<file path="config.mk">
export PLATFORM = sky130hd
export DESIGN_NAME = clock_div_meas
export DESIGN_NICKNAME = d
export VERILOG_FILES = /design/src/rtl/clock_div_pkg.sv /design/src/rtl/sync_edge_det.sv /design/src/rtl/clock_div_meas.sv
export SDC_FILE = /design/constraint.sdc
export NUM_CORES = 1
export LEC_CHECK = 0
export ABC_AREA = 1
export CORE_ASPECT_RATIO = 0.5
export CORE_MARGIN = 1.5
export CORE_UTILIZATION = 35
export CTS_BUF_LIST = sky130_fd_sc_hd__clkbuf_2
export CTS_CLUSTER_DIAMETER = 60
export DETAILED_ROUTE_END_ITERATION = 7
export HOLD_SLACK_MARGIN = 0.12
export PLACE_DENSITY = 0.64
export SKIP_CTS_REPAIR_TIMING = 1
export SYNTH_ARGS = -nofsm -noshare
export SYNTH_HDL_FRONTEND = slang
export SYNTH_SLANG_ARGS = --single-unit
</file>
<file path="constraint.sdc">
create_clock -name clk_in -period 16.51 [get_ports clk_in]
set_input_delay 1.651 -clock clk_in [delete_from_list [all_inputs] [get_ports clk_in]]
set_output_delay 1.651 -clock clk_in [all_outputs]
set_load 0.1 [all_outputs]
</file>
<file path="src/rtl/clock_div_pkg.sv">
// Shared definitions for the divided-clock period meter: FSM state encoding
// and the default parameter constants used by the top level.
package clock_div_pkg;

    // Measurement FSM states; WAIT_FIRST is the post-reset / post-clear state.
    typedef enum logic [1:0] {
        ST_WAIT_FIRST = 2'd0,
        ST_MEASURE    = 2'd1,
        ST_TIMEOUT    = 2'd2
    } meas_state_t;

    // Default parameter values for clock_div_meas.
    localparam int DEF_DIV_WIDTH   = 6;
    localparam int DEF_COUNT_WIDTH = 32;
    localparam int DEF_LOCK_COUNT  = 4;
    localparam int DEF_TIMEOUT     = 1048576;

endpackage : clock_div_pkg

</file>
<file path="src/rtl/sync_edge_det.sv">
// Brings the asynchronous divided clock into the clk_in domain through a
// two-flop synchronizer and flags each rising edge with a one-cycle pulse.
// The pulse is taken combinationally from the second sync stage and the
// edge-detect flop, so the consuming logic registers it on the third clk_in
// edge after div_clk is first sampled high.
module sync_edge_det (
    input  logic clk_in,
    input  logic rst,
    input  logic async_in,
    output logic edge_pulse
);

    logic [1:0] sync_r;
    logic       prev_r;

    // Two-stage metastability synchronizer.
    always_ff @(posedge clk_in or negedge rst) begin
        if (!rst) begin
            sync_r <= 2'b00;
        end else begin
            sync_r <= {sync_r[0], async_in};
        end
    end

    // Edge-detect flop holding the previous synchronized level.
    always_ff @(posedge clk_in or negedge rst) begin
        if (!rst) begin
            prev_r <= 1'b0;
        end else begin
            prev_r <= sync_r[1];
        end
    end

    assign edge_pulse = sync_r[1] & ~prev_r;

endmodule : sync_edge_det

</file>
<file path="src/rtl/clock_div_meas.sv">
// Measures the period of a divided clock in clk_in cycles, decodes the
// power-of-two division factor, tracks frequency lock and flags a stalled
// source. The counter saturates at TIMEOUT, so periods of TIMEOUT cycles or
// more are never reported; the FSM drops into ST_TIMEOUT instead.
module clock_div_meas
    import clock_div_pkg::*;
#(
    parameter int DIV_WIDTH   = DEF_DIV_WIDTH,
    parameter int COUNT_WIDTH = DEF_COUNT_WIDTH,
    parameter int LOCK_COUNT  = DEF_LOCK_COUNT,
    parameter int TIMEOUT     = DEF_TIMEOUT
) (
    input  logic                   clk_in,
    input  logic                   rst,
    input  logic                   clr,
    input  logic                   div_clk,
    output logic [COUNT_WIDTH-1:0] period,
    output logic                   period_valid,
    output logic [DIV_WIDTH-1:0]   div_out,
    output logic                   div_valid,
    output logic                   locked,
    output logic                   timeout
);

    localparam int LOCK_W = $clog2(LOCK_COUNT + 1);

    localparam logic [COUNT_WIDTH-1:0] CNT_ZERO  = COUNT_WIDTH'(32'd0);
    localparam logic [COUNT_WIDTH-1:0] CNT_ONE   = COUNT_WIDTH'(32'd1);
    localparam logic [COUNT_WIDTH-1:0] CNT_LIMIT = COUNT_WIDTH'(TIMEOUT);
    localparam logic [LOCK_W-1:0]      LOCK_ZERO = LOCK_W'(32'd0);
    localparam logic [LOCK_W-1:0]      LOCK_ONE  = LOCK_W'(32'd1);
    localparam logic [LOCK_W-1:0]      LOCK_MAX  = LOCK_W'(LOCK_COUNT);
    localparam logic [DIV_WIDTH-1:0]   DIV_ZERO  = DIV_WIDTH'(32'd0);

    // Returns {valid, k}: valid when exactly one bit k >= 1 of p is set and
    // k fits the div_out range; k is forced to zero otherwise.
    function automatic logic [DIV_WIDTH:0] decode_pow2(input logic [COUNT_WIDTH-1:0] p);
        int ones;
        int pos;
        ones = 32'sd0;
        pos  = 32'sd0;
        for (int i = 32'sd0; i < COUNT_WIDTH; i++) begin
            if (p[i]) begin
                ones = ones + 32'sd1;
                pos  = i;
            end else begin
                ones = ones;
            end
        end
        if ((ones == 32'sd1) && (pos >= 32'sd1) && (pos <= ((2 ** DIV_WIDTH) - 1))) begin
            return {1'b1, DIV_WIDTH'(pos)};
        end else begin
            return {1'b0, DIV_ZERO};
        end
    endfunction

    logic                   edge_s;

    meas_state_t            state_r,        state_s;
    logic [COUNT_WIDTH-1:0] cnt_r,          cnt_s;
    logic [COUNT_WIDTH-1:0] period_r,       period_s;
    logic                   period_valid_r, period_valid_s;
    logic [DIV_WIDTH-1:0]   div_out_r,      div_out_s;
    logic                   div_valid_r,    div_valid_s;
    logic [LOCK_W-1:0]      lock_cnt_r,     lock_cnt_s;
    logic                   locked_r,       locked_s;
    logic                   timeout_r,      timeout_s;
    logic [DIV_WIDTH:0]     dec_s;

    sync_edge_det u_sync_edge_det (
        .clk_in     (clk_in),
        .rst        (rst),
        .async_in   (div_clk),
        .edge_pulse (edge_s)
    );

    // Next-state, counter, period decode and lock tracking.
    always_comb begin
        state_s        = state_r;
        cnt_s          = cnt_r;
        period_s       = period_r;
        period_valid_s = 1'b0;
        div_out_s      = div_out_r;
        div_valid_s    = div_valid_r;
        lock_cnt_s     = lock_cnt_r;
        locked_s       = locked_r;
        timeout_s      = timeout_r;
        dec_s          = decode_pow2(cnt_r);

        if (clr) begin
            // Restart wins over any coincident edge.
            state_s     = ST_WAIT_FIRST;
            cnt_s       = CNT_ZERO;
            period_s    = CNT_ZERO;
            div_out_s   = DIV_ZERO;
            div_valid_s = 1'b0;
            lock_cnt_s  = LOCK_ZERO;
            locked_s    = 1'b0;
            timeout_s   = 1'b0;
        end else begin
            case (state_r)
                ST_WAIT_FIRST: begin
                    if (edge_s) begin
                        // First edge only opens a measurement window.
                        cnt_s   = CNT_ONE;
                        state_s = ST_MEASURE;
                    end else begin
                        cnt_s = CNT_ZERO;
                    end
                end
                ST_MEASURE: begin
                    if (edge_s) begin
                        period_s       = cnt_r;
                        period_valid_s = 1'b1;
                        div_valid_s    = dec_s[DIV_WIDTH];
                        div_out_s      = dec_s[DIV_WIDTH-1:0];
                        cnt_s          = CNT_ONE;
                        // A zero lock count means no trusted previous period.
                        if (lock_cnt_r == LOCK_ZERO) begin
                            lock_cnt_s = LOCK_ONE;
                        end else if (cnt_r == period_r) begin
                            if (lock_cnt_r < LOCK_MAX) begin
                                lock_cnt_s = lock_cnt_r + LOCK_ONE;
                            end else begin
                                lock_cnt_s = lock_cnt_r;
                            end
                        end else begin
                            lock_cnt_s = LOCK_ONE;
                        end
                        locked_s = (lock_cnt_s == LOCK_MAX);
                    end else if (cnt_r >= (CNT_LIMIT - CNT_ONE)) begin
                        // Counter would reach TIMEOUT: declare the source stalled.
                        state_s     = ST_TIMEOUT;
                        cnt_s       = CNT_LIMIT;
                        timeout_s   = 1'b1;
                        locked_s    = 1'b0;
                        div_valid_s = 1'b0;
                        lock_cnt_s  = LOCK_ZERO;
                    end else begin
                        cnt_s = cnt_r + CNT_ONE;
                    end
                end
                ST_TIMEOUT: begin
                    if (edge_s) begin
                        timeout_s = 1'b0;
                        cnt_s     = CNT_ONE;
                        state_s   = ST_MEASURE;
                    end else begin
                        cnt_s = CNT_LIMIT;
                    end
                end
                default: begin
                    state_s     = ST_WAIT_FIRST;
                    cnt_s       = CNT_ZERO;
                    div_valid_s = 1'b0;
                    lock_cnt_s  = LOCK_ZERO;
                    locked_s    = 1'b0;
                    timeout_s   = 1'b0;
                end
            endcase
        end
    end

    // State, counter and output registers.
    always_ff @(posedge clk_in or negedge rst) begin
        if (!rst) begin
            state_r        <= ST_WAIT_FIRST;
            cnt_r          <= CNT_ZERO;
            period_r       <= CNT_ZERO;
            period_valid_r <= 1'b0;
            div_out_r      <= DIV_ZERO;
            div_valid_r    <= 1'b0;
            lock_cnt_r     <= LOCK_ZERO;
            locked_r       <= 1'b0;
            timeout_r      <= 1'b0;
        end else begin
            state_r        <= state_s;
            cnt_r          <= cnt_s;
            period_r       <= period_s;
            period_valid_r <= period_valid_s;
            div_out_r      <= div_out_s;
            div_valid_r    <= div_valid_s;
            lock_cnt_r     <= lock_cnt_s;
            locked_r       <= locked_s;
            timeout_r      <= timeout_s;
        end
    end

    assign period       = period_r;
    assign period_valid = period_valid_r;
    assign div_out      = div_out_r;
    assign div_valid    = div_valid_r;
    assign locked       = locked_r;
    assign timeout      = timeout_r;

endmodule : clock_div_meas

</file>
# --- Word-level counts from Yosys, hierarchy flattened ---
# Cells that the tools add are included.
word_totals:
  register_bits: 82
  inputBits: 4
  output_inout_bits: 42
  word_cells: 179
classes:
  n_addsub: 33
  n_lt_le_gt_ge: 4
  n_eq_ne: 12
  n_mux: 106
  bitwise_logic: 2
  n_reduce_logical: 11
ops:
  columns: ["cell", "n"]
  rows:
  - ["two-way mux 32 bit", 67]
  - ["adder 32 x 2 -> 32 bit, second input constant", 31]
  - ["one-hot mux 32 bit (3 select lines)", 1]
  - ["adder 32 x 1 -> 32 bit, second input constant", 1]
  - ["== test 32 x 2 -> 1 bit, second input constant", 1]
  - ["== test 32 bit", 1]
  - [">= comparator 32 x 2 -> 1 bit, second input constant", 1]
  - [">= comparator 32 x 20 -> 1 bit, second input constant", 1]
  - ["less-or-equal comparator 32 x 7 -> 1 bit, second input constant", 1]
  - ["two-way mux 3 bit", 9]
  - ["two-way mux 21 bit", 1]
  - ["two-way mux 6 bit", 3]
  - ["two-way mux 1 bit", 15]
  - ["!= test 3 bit, second input constant", 3]
  - ["two-way mux 2 bit", 4]
  - ["two-way mux 7 bit", 1]
  - ["one-hot mux 3 bit (2 select lines)", 1]
  - ["!= test 4 bit, second input constant", 1]
  - ["one-hot mux 1 bit (2 select lines)", 2]
  - ["one-hot mux 2 bit (2 select lines)", 1]
  - ["AND reduction 2 bit", 2]
  - ["AND reduction 4 bit", 1]
  - ["nonzero test 2 bit", 2]
  - ["adder 3 x 1 -> 3 bit, second input constant", 1]
  - ["15 further kinds", 16]

# --- Depth between registers and ports, before layout ---
# Gate-level depths: netlist of the first run.
logic_depth:
  depth_word: 70
  ltp_mapped: 107
  mapped_depth_nobuf: 107

# --- Modules after synthesis ---
# From an unflattened synthesis of the first run, not the netlist that was laid out.
unflattened:
  cells_unflattened: 1533
  area_unflattened_um2: 9530.4
modules_own_cells:
  columns: ["module", "n_inst", "cells_each", "area_per_inst_um2", "seq_area_each_um2"]
  rows:
  - ["clock_div_meas", 1, 1528, 9445.3, 1951.9]
  - ["sync_edge_det", 1, 5, 85.1, 75.1]

# --- Least setup slack after synthesis of the first run ---
# Ideal clock, no wire load.
synth_path:
  kind: "flip-flop to flip-flop"
  start: "register cnt_r[0]"
  end: "register div_out_r[3], in the netlist div_out[3]"
  setup_ns: 0.068
  arrival_ns: 15.297
  required_time_ns: 16.442
  path_slack_ns: 1.146
  stages_incl_launch_ff: 104
  n_path_buf: 0
  period_less_slack_ns: 15.364
  cell_sequence: "dfrtp_1 > inv_1 > ha_1 > inv_1 > nand2_2 > nand2_1 > inv_1 > ha_1 > nand2_1 > nand2_1 > ha_1 > or2_1 > nand2_1 > inv_1 > ha_1 > nand2_1 > nand2_1 > ha_1 > (+68 left out) > ha_1 > nand2_1 > o21ai_0 > ha_1 > o21ai_0 > inv_1 > ha_1 > or2_2 > a21boi_0 > ha_1 > o22ai_1 > nand2_1 > nor3_1 > o21ai_0 > nand3b_1 > a21oi_4 > nand3_1 > nand2_1"
synth_between:
  elab_chain_cells: 70
synth_lines:
  columns: ["element", "line_no", "rtl"]
  rows:
  - ["start: declaration", "clock_div_meas.sv:60", "logic [COUNT_WIDTH-1:0] cnt_r, cnt_s;"]
  - ["start signal: assignment", "clock_div_meas.sv:178", "cnt_r <= cnt_s;"]
  - ["two-way mux 1 bit *", "clock_div_meas.sv:43", "if (p[i]) begin"]
  - ["adder 32 x 2 -> 32 bit", "clock_div_meas.sv:44", "ones = ones + 32'sd1;"]
  - ["two-way mux 32 bit *", "clock_div_meas.sv:43", null]
  - ["adder 32 x 2 -> 32 bit", "clock_div_meas.sv:44", null]
  - ["two-way mux 32 bit *", "clock_div_meas.sv:43", null]
  - ["adder 32 x 2 -> 32 bit", "clock_div_meas.sv:44", null]
  - ["two-way mux 32 bit *", "clock_div_meas.sv:43", null]
  - ["adder 32 x 2 -> 32 bit", "clock_div_meas.sv:44", null]
  - ["(+53 left out)", null, null]
  - ["adder 32 x 2 -> 32 bit", "clock_div_meas.sv:44", null]
  - ["two-way mux 32 bit *", "clock_div_meas.sv:43", null]
  - ["== test 32 x 2 -> 1 bit *", "clock_div_meas.sv:50", "if ((ones == 32'sd1) && (pos >= 32'sd1) && (pos <= ((2 ** DIV_WIDTH) - 1))) begin"]
  - ["logical AND 1 bit * (2 in series)", "clock_div_meas.sv:50", null]
  - ["two-way mux 7 bit *", "clock_div_meas.sv:50", null]
  - ["two-way mux 6 bit *", "clock_div_meas.sv:112", "if (edge_s) begin"]
  - ["two-way mux 6 bit *", "clock_div_meas.sv:101", "case (state_r)"]
  - ["two-way mux 6 bit *", "clock_div_meas.sv:90", "if (clr) begin"]
  - ["end signal: assignment", "clock_div_meas.sv:181", "div_out_r <= div_out_s;"]
  - ["end: declaration", "clock_div_meas.sv:63", "logic [DIV_WIDTH-1:0] div_out_r, div_out_s;"]
# Every way passes the cells marked *; elsewhere a longest branch is shown, timed or not. The select of a mux whose other input is x is not followed.
# A chain may end at the register's enable or synchronous reset.

# --- Worst setup path after layout of the first run ---
layout_path:
  start: "register cnt_r[1]"
  end: "register div_out_r[1], in the netlist div_out[1]"
layout_between:
  elab_chain_cells: 68
  word_cells_on_any_way: 101
  classes_between: "30 x add/sub; 2 x order compare; 1 x eq/ne; 66 x mux; 2 x reduce/logical"
layout_lines:
  columns: ["element", "line_no"]
  rows:
  - ["two-way mux 32 bit", "clock_div_meas.sv:43"]
  - ["adder 32 x 2 -> 32 bit", "clock_div_meas.sv:44"]
  - ["two-way mux 32 bit", "clock_div_meas.sv:43"]
  - ["adder 32 x 2 -> 32 bit", "clock_div_meas.sv:44"]
  - ["two-way mux 32 bit", "clock_div_meas.sv:43"]
  - ["adder 32 x 2 -> 32 bit", "clock_div_meas.sv:44"]
  - ["two-way mux 32 bit", "clock_div_meas.sv:43"]
  - ["adder 32 x 2 -> 32 bit", "clock_div_meas.sv:44"]
  - ["(+52 left out)", null]
  - ["two-way mux 32 bit", "clock_div_meas.sv:43"]
  - ["== test 32 x 2 -> 1 bit", "clock_div_meas.sv:50"]
  - ["logical AND 1 bit", "clock_div_meas.sv:50"]
  - ["logical AND 1 bit *", "clock_div_meas.sv:50"]
  - ["two-way mux 7 bit *", "clock_div_meas.sv:50"]
  - ["two-way mux 6 bit *", "clock_div_meas.sv:112"]
  - ["two-way mux 6 bit *", "clock_div_meas.sv:101"]
  - ["two-way mux 6 bit *", "clock_div_meas.sv:90"]
# Marked as above.

==> results of run 1 <==
[power groups by stage]
stage          combinational, mW  sequential [mW]  clock (mW)
2_1_floorplan             0.0699            0.213           0
3_5_place_dp              0.0942            0.210           0
3_3_place_gp              0.0922            0.210           0
4_1_cts                   0.0947            0.206      0.0882
5_1_grt                    0.125            0.207      0.0954
6_report                   0.110            0.206      0.0854
[critical path: cells and delay by family, from the launching register on]
kind            cells  cell delay (ns)
simple gates       53             5.06
fa+ha+maj          30             8.01
flops               1             0.45
buf+inv             9             0.55
compound gates     11             1.63
[metal layers]
layer  global-route usage, %  up-vias  share of wire, %
li1                        -     5225                 -
met4                    2.20        0              0.59
met2                    28.0      113                46
met5                       0        -                 0
met1                    22.5     4364                51
met3                    1.90       13               2.3
[cell usage after synthesis, drive strengths merged]
library cell | instances | area share, %
o22ai | 20 | 1.3
o2111a | 1 | 0.11
and3 | 1 | 0.063
nor3b | 6 | 0.45
a31oi | 3 | 0.19
clkbuf | 20 | 0.75
inv | 270 | 10
o41ai | 1 | 0.088
nor4 | 10 | 0.63
or2 | 11 | 0.69
nor2 | 158 | 6.6
o31ai | 2 | 0.15
buf | 11 | 0.75
nand3b | 14 | 1.1
o311ai | 1 | 0.088
o211ai | 4 | 0.30
a221oi | 2 | 0.18
a2111oi | 1 | 0.088
o2111ai | 1 | 0.088
nand2 | 562 | 25
nor3 | 13 | 0.65
ha | 33 | 4.1
a41oi | 1 | 0.088
nand4 | 32 | 2.0
xnor2 | 23 | 2.1
a211oi | 3 | 0.23
conb | 1 | 0.038
xor2 | 7 | 0.62
nand3 | 240 | 17
a21boi | 2 | 0.15
o21bai | 1 | 0.075
a21oi | 21 | 1.2
o21ai | 50 | 2.6
dfrtp | 81 | 20
nand2b | 1 | 0.063
[cells by family (layout without fill, tap and decap cells)]
logic type / count (synthesis) / in the layout
AND/OR/NAND/NOR: 1048 / 1048
buffers and inverters: 301 / 343
AO/OA/AOI/OAI: 114 / 114
flip-flops: 81 / 81
adder cells (fa/ha/maj): 33 / 33
XOR/XNOR: 30 / 30
other: 1 / 12
[flip-flops by register name, indices dropped and copies added (netlist names), 2 cells and up]
register,flops
state_r,2
cnt_r,32
div_out,5
period,32
lock_cnt_r,3
u_sync_edge_det.sync_r,2
[area by class of cell]
type / instances / share of cell area (%)
Clock buffer: 13 / 0.583
Multi-Input combinational cell: 1237 / 62.9
Clock inverter: 1 / 0.0448
Sequential cell: 81 / 18.2
Inverter: 270 / 9.12
Tap cell: 382 / 4.28
Timing Repair Buffer: 59 / 4.93
[worst min path at each step]
stage          slack [ns]                   endpoint                      start  cells past startpoint
6_report             0.35  u_sync_edge_det.sync_r[1]  u_sync_edge_det.sync_r[0]                      0
5_1_grt              0.39  u_sync_edge_det.sync_r[1]  u_sync_edge_det.sync_r[0]                      0
2_1_floorplan        0.33  u_sync_edge_det.sync_r[1]  u_sync_edge_det.sync_r[0]                      0
3_3_place_gp         0.33  u_sync_edge_det.sync_r[1]  u_sync_edge_det.sync_r[0]                      0
3_5_place_dp         0.33  u_sync_edge_det.sync_r[1]  u_sync_edge_det.sync_r[0]                      0
4_1_cts              0.36  u_sync_edge_det.sync_r[1]  u_sync_edge_det.sync_r[0]                      0
[per-stage QoR]
step / total power [mW] / hold WS, ns / cells / utilization [%]
global route: 0.427 / 0.388 / 2043 / 40.1
floorplan: 0.283 / 0.331 / 1619 / -
CTS: 0.389 / 0.356 / 2030 / 39.0
global placement: 0.302 / 0.334 / 2016 / 38.8
detailed placement: 0.304 / 0.335 / 2016 / 38.8
finish: 0.401 / 0.354 / 2043 / 40.1
==> metrics.cfg, run 1 <==
[status]
status=finished clean

[grt]
grt_pass1_wl_um=40700
grt_max_degree=82
grt_antenna_before_repair=0
grt_overflow=0
grt_pass1_vias=8745
track_usage_pct=16.2

[yosys]
synth_compound_area_share_pct=6.84
seq_area_frac_synth_pct=20.4
synth_top_family_by_area=simple AND/OR/NAND/NOR gates
synth_fa_ha_area_share_pct=4.15
syn_area_um2=9960
synth_xor_area_share_pct=2.71
synth_area_per_cell_um2=6.19
synth_mux_area_share_pct=0
synth_cell_types=53
synth-simple-area-share_pct=54.2
syn-instance-count=1608
synth-warning-count=0
ys_seq_elements=81

[sta]
finalSetupTns_ns=0
relSlewSlack_pct=30.7
max_freq_mhz=63.4
clock_skew_ns=0.0251
hold_violations=0
finalCriticalPeriod_ns=15.76
tightest_slew_ns=1.04
fin_crit_sh_pct=95.5
setup_viol=0
drv_slew=0
setup_ws_ns=0.749

[worst_setup_path]
critPathLaunchType=register
endpoint_kind=register
worstPathRequired_ns=17.01
crit_arrival_ns=16.26
critPathMaxStageDelay_ns=0.45
regToRegSetupSlack_ns=0.75
critPathKind=register to register
reg2reg_depth=103
r2r-end=div_out[1]
slowest_stage=dfrtp_1
crit_start=cnt_r[1]
path_max_fanout=6
cpMostUsedCell=ha_1
r2r_start=cnt_r[1]
cp-endpoint=div_out[1]

[cts]
clk_pin_slew_ns=0.19
cts.sinks=81
cts_buffers=9
clk_latency_ns=0.55
clockBufferDepth=2
cts_tree=yes
h-tree-depth=3
root_buffer=clkbuf_2

[layout]
nNetsFinal=1695
syn2layout_area_growth_pct=12.1
diodes=0
final_common_cell=nand2_1
seq_area_um2=2030
final_area_um2=11200
drive_above_1_share_pct=21.0
fill_cells=2974
multi_input_area_um2=7020
final_cell_mix=nand2_1 (407), inv_1 (240), nand3_1 (160)

[floorplanning]
start_util_pct=35.8
coreArea_um2=27800
die_x_um=242
io_pins=46
die_h_um=122
dieArea_um2=29500
rows=43

[drt]
vias=9715
drc=0
drt_iter0_drc=503
dr.pass1.iters=6
wl_um=24200
avgViaCountPerCell=4.76
ant_nets=0
detail_route.wl_per_cell_um=11.8

[pwr]
sw_frac_of_total_pct=35.0
intPower_mw=0.261
power.switching_mw=0.141
p_comb_share_pct=27.3
powerDensity_nw_per_um2=35.9
vdd_drop_max_uv=24.4
power_frac_seq_pct=51.4
p_clk_share_pct=21.3
p_leak_nw=5.76

[place]
gp_congestion=0.817
place_area_um2=10800
hpwl_um=19500
place_ws_ns=-0.224
io_buffers=44

[worst_hold_path]
hp-class=register to register

[run]
max_cap_violations=0

No activity file was read; power rests on OpenSTA's default activity.
==> run 2, diff against run 1 <==
CORE_MARGIN = unset   (was 1.5)
CORE_UTILIZATION = 45   (was 35)
PLACE_DENSITY = 0.76   (was 0.64)
==> metrics.cfg, run 2 (synthesis results as in run 1) <==
[sta]
clock_skew_ns=0.0208  ; -0.00423 ns
setup_viol=0  ; unchanged
max_freq_mhz=63.5  ; about the same
hold_violations=0  ; unchanged
drv_slew=0  ; unchanged
fin_crit_sh_pct=95.4  ; about the same
finalSetupTns_ns=0  ; unchanged
tightest_slew_ns=1.03  ; -0.0148 ns
hold_ws_ns=0.383  ; +0.0291 ns
relSlewSlack_pct=31.6  ; +0.98 points
finalCriticalPeriod_ns=15.75  ; -0.00974 ns

[place]
placedCellCount=1934  ; -4.1%
io_buffers=44  ; unchanged
hpwl_um=18400  ; -5.5%
gp_congestion=0.864  ; +5.8%

[drt]
vias=9804  ; +0.92%
drc=0  ; unchanged
detail_route.wl_per_cell_um=11.7  ; -0.89%
wl_um=23000  ; -4.9%
drt_iter0_drc=649  ; +29%
ant_nets=0  ; unchanged
avgViaCountPerCell=5.00  ; +5.2%
dr.pass1.iters=6  ; unchanged

[layout]
syn2layout_area_growth_pct=11.2
final_cell_mix=nand2_1 (404), inv_1 (240), nand3_1 (160)
final_core_util_pct=51.1  ; +11 points
final_common_cell=nand2_1
drive_above_1_share_pct=21.0  ; about the same
nNetsFinal=1692  ; -0.18%
finalNonFillerCells=1960  ; -4.1%
diodes=0  ; unchanged

[worst_setup_path]
endpoint_kind=register
regToRegSetupSlack_ns=0.76  ; about the same
worstPathRequired_ns=17.01  ; about the same
cpMostUsedCell=nand2_2
critPathMaxStageDelay_ns=0.46  ; about the same
path_max_fanout=6  ; unchanged
slowest_stage=dfrtp_1
critPathLaunchType=register
reg2reg_depth=103  ; unchanged
critPathKind=register to register
crit_arrival_ns=16.25  ; about the same

[pwr]
vdd_drop_max_uv=29.5  ; +21%
sw_frac_of_total_pct=34.3  ; -0.75 points
powerDensity_nw_per_um2=37.6  ; +4.5%
intPower_mw=0.273  ; +4.8%
power_frac_seq_pct=49.6  ; -1.8 points
p_clk_share_pct=24.6  ; +3.3 points
p_leak_nw=5.74  ; -0.23%
p_comb_share_pct=25.7  ; -1.6 points
power.switching_mw=0.142  ; +1.4%

[cts]
root_buffer=clkbuf_2
cts.sinks=81  ; unchanged
h-tree-depth=3  ; unchanged
cts_buffers=9  ; unchanged
cts_tree=yes
clk_pin_slew_ns=0.21  ; +0.02 ns
clk_latency_ns=0.55  ; about the same
clockBufferDepth=2  ; unchanged

[worst_hold_path]
hp-class=register to register
hold_path_depth=0  ; unchanged

[floorplanning]
dieArea_um2=22800  ; -23%
die_h_um=107  ; -12%
coreArea_um2=21700  ; -22%
die_x_um=212  ; -12%
io_pins=46  ; unchanged
start_util_pct=45.9  ; +10 points
rows=38  ; -12%

[grt]
track_usage_pct=20.3  ; +4.0 points
grt_pass1_wl_um=38800  ; -4.6%
grt_max_degree=82  ; unchanged
grt_pass1_vias=8638  ; -1.2%
grt_antenna_before_repair=0  ; unchanged
grt_overflow=0  ; unchanged

[run]
max_cap_violations=0  ; unchanged

[status]
status=finished clean

[run 2: cell count changes in the layout (fill, tap and decap cells not counted), sizes merged]
cell / before / now
buf: 16 / 13
bufinv: 0 / 1
clkbuf: 13 / 10
clkinv: 1 / 3
clkinvlp: 0 / 2
[run 2: layout make-up]
type	instances	area, µm²
Clock buffer	10	50.0
Clock inverter	6	58.8
Fill cell	2175	10600
Inverter	270	1020
Multi-Input combinational cell	1237	7010
Sequential cell	81	2030
Tap cell	300	375
Timing Repair Buffer	56	528
[run 2: routing by layer]
layer / GRT usage [%] / up-vias / share of wire [%]
met5: 0 / - / 0
met4: 3.44 / 0 / 0.47
met3: 2.55 / 17 / 3.8
met2: 33.3 / 146 / 46
met1: 28.7 / 4407 / 50
li1: - / 5234 / -
[run 2: worst paths after layout]
| path | start | end |
|---|---|---|
| min reg2reg | u_sync_edge_det.sync_r[0] | u_sync_edge_det.sync_r[1] |
| max reg2reg | cnt_r[0] | div_out[2] |
| max in group asynchronous | rst | cnt_r[7] |
| min in group asynchronous | rst | div_out[0] |
| max | cnt_r[0] | div_out[2] |
| min | u_sync_edge_det.sync_r[0] | u_sync_edge_det.sync_r[1] |
[run 2: power by group through the flow]
stage | registers [mW] | logic (mW) | clock network, mW
after global placement | 0.209 | 0.0913 | 0
after CTS | 0.206 | 0.0936 | 0.105
after detailed placement | 0.210 | 0.0933 | 0
after floorplan | 0.213 | 0.0699 | 0
final | 0.206 | 0.107 | 0.102
after global routing | 0.207 | 0.123 | 0.114
[run 2: critical path: cells and delay by family, from the launching register on]
kind / cells / cell delay, ns
AOI/OAI and AO/OA: 11 / 1.30
adders and majority gates: 30 / 8.12
buffers and inverters: 9 / 0.57
and+or+nand+nor: 53 / 5.21
DFF: 1 / 0.46
[run 2: through the flow]
step,area [µm²],setup WS [ns],total power [mW]
6_report,11100,0.759,0.416
5_1_grt,11100,-0.224,0.444
4_1_cts,10800,-0.192,0.405
3_5_place_dp,10700,-0.117,0.303
3_3_place_gp,10700,0.439,0.301
2_1_floorplan,10000,1.15,0.283
==> run 3, diff against run 2 <==
PLACE_DENSITY = 0.73   (was 0.76)
clock period = 20 ns   (was 16.51 ns; I/O delays follow)
==> metrics.cfg, run 3 (synthesis results as in run 1) <==
[status]
status=finished clean

[cts]
cts.sinks=81  ; unchanged
root_buffer=clkbuf_2
h-tree-depth=3  ; unchanged
cts_buffers=9  ; unchanged
clk_latency_ns=0.57  ; +0.02 ns
cts_tree=yes
clk_pin_slew_ns=0.22  ; about the same
clockBufferDepth=2  ; unchanged

[grt]
grt_max_degree=82  ; unchanged
grt_pass1_vias=8923  ; +3.3%
grt_overflow=0  ; unchanged
track_usage_pct=20.6  ; +0.36 points
grt_antenna_before_repair=0  ; unchanged
grt_pass1_wl_um=39800  ; +2.5%

[drt]
wl_um=22300  ; -3.2%
drc=0  ; unchanged
vias=9694  ; -1.1%
avgViaCountPerCell=4.97  ; -0.56%
drt_iter0_drc=664  ; +2.3%
detail_route.wl_per_cell_um=11.4  ; -2.6%
ant_nets=0  ; unchanged
dr.pass1.iters=5  ; -1

[layout]
drive_above_1_share_pct=17.6  ; -3.4 points
diodes=0  ; unchanged
fill_cells=2257  ; +3.8%
final_area_um2=10800  ; -2.4%
nNetsFinal=1681  ; -0.65%
syn2layout_area_growth_pct=8.49
finalNonFillerCells=1949  ; -0.56%
final_cell_mix=nand2_1 (430), inv_1 (244), nand3_1 (162)
final_common_cell=nand2_1

[run]
max_cap_violations=0  ; unchanged

[sta]
relSlewSlack_pct=29.3  ; -2.4 points
max_freq_mhz=60.3  ; -5.0%
finalSetupTns_ns=0  ; unchanged
setup_viol=0  ; unchanged
drv_slew=0  ; unchanged
finalCriticalPeriod_ns=16.59  ; +0.835 ns
fin_crit_sh_pct=82.9  ; -12 points
setup_ws_ns=3.41  ; +2.66 ns
rsz0062_at_grt=false
clock_skew_ns=0.0287  ; +0.00782 ns
tightest_slew_ns=1.06  ; +0.0346 ns
hold_violations=0  ; unchanged

[floorplanning]
coreArea_um2=21700  ; unchanged
dieArea_um2=22800  ; unchanged
die_h_um=107  ; unchanged
start_util_pct=45.9  ; unchanged
io_pins=46  ; unchanged
die_x_um=212  ; unchanged
rows=38  ; unchanged

[worst_setup_path]
worstPathRequired_ns=20.52  ; +3.51 ns
critPathMaxStageDelay_ns=0.44  ; -0.02 ns
cpMostUsedCell=nand2_1
path_delay_family=adder cells
crit_buf_inv=9  ; unchanged
critPathLaunchType=register
endpoint_kind=register
critPathKind=register to register
crit_arrival_ns=17.11  ; +0.86 ns
slowest_stage=dfrtp_1
path_max_fanout=6  ; unchanged
regToRegSetupSlack_ns=3.41  ; +2.66 ns

[place]
place_area_um2=10700  ; about the same
gp_congestion=0.832  ; -3.7%
hpwl_um=18300  ; -0.48%
io_buffers=44  ; unchanged
placedCellCount=1933  ; -0.052%
place_ws_ns=3.41  ; +3.53 ns

[pwr]
powerDensity_nw_per_um2=31.9  ; -15%
p_leak_nw=5.69  ; -0.85%
vdd_drop_max_uv=21.4  ; -27%
power_mw=0.345  ; -17%

[worst_hold_path]
hp-class=register to register

[run 3: cell count changes in the layout (fill, tap and decap cells not counted), sizes merged]
cell	delta
bufinv	+1
clkbuf	-1
clkinv	+1
buf	-11
clkinvlp	-1
[run 3: worst paths after layout]
path / startpoint / end / cells after the start
setup reg to reg: cnt_r[0] / div_out[3] / 103
setup / recovery: cnt_r[0] / div_out[3] / 103
min in group asynchronous: rst / cnt_r[31] / 1
hold reg to reg: u_sync_edge_det.sync_r[0] / u_sync_edge_det.sync_r[1] / 0
max in group asynchronous: rst / cnt_r[28] / 1
hold / removal: u_sync_edge_det.sync_r[0] / u_sync_edge_det.sync_r[1] / 0
[run 3: layout make-up]
cell class              instances  area [µm²]  area share (%)
repair buffers                 45         445            4.12
inverters                     270        1020            9.40
clock inverters                 7        85.1           0.787
flip-flops and latches         81        2030            18.8
well taps                     300         375            3.47
clock buffers                   9        45.0           0.417
multi-input cells            1237        6810            63.0
[run 3: stage by stage]
step	hold WS [ns]	utilization, %
6_report	0.381	49.8
5_1_grt	0.391	49.8
4_1_cts	0.381	49.8
3_5_place_dp	0.337	49.2
3_3_place_gp	0.333	49.2
2_1_floorplan	0.331	-
[run 3: power breakdown]
| group | switching, mW | internal, mW |
|---|---|---|
| clock | 0.0582 | 0.0401 |
| combinational | 0.0519 | 0.0247 |
| sequential | 0.00373 | 0.166 |
[run 3: layer usage]
layer | part of all wire [%] | track usage, %
met5 | 0 | 0
met1 | 52 | 29.7
met4 | 0.73 | 2.77
met2 | 44 | 34.0
met3 | 3.1 | 2.26
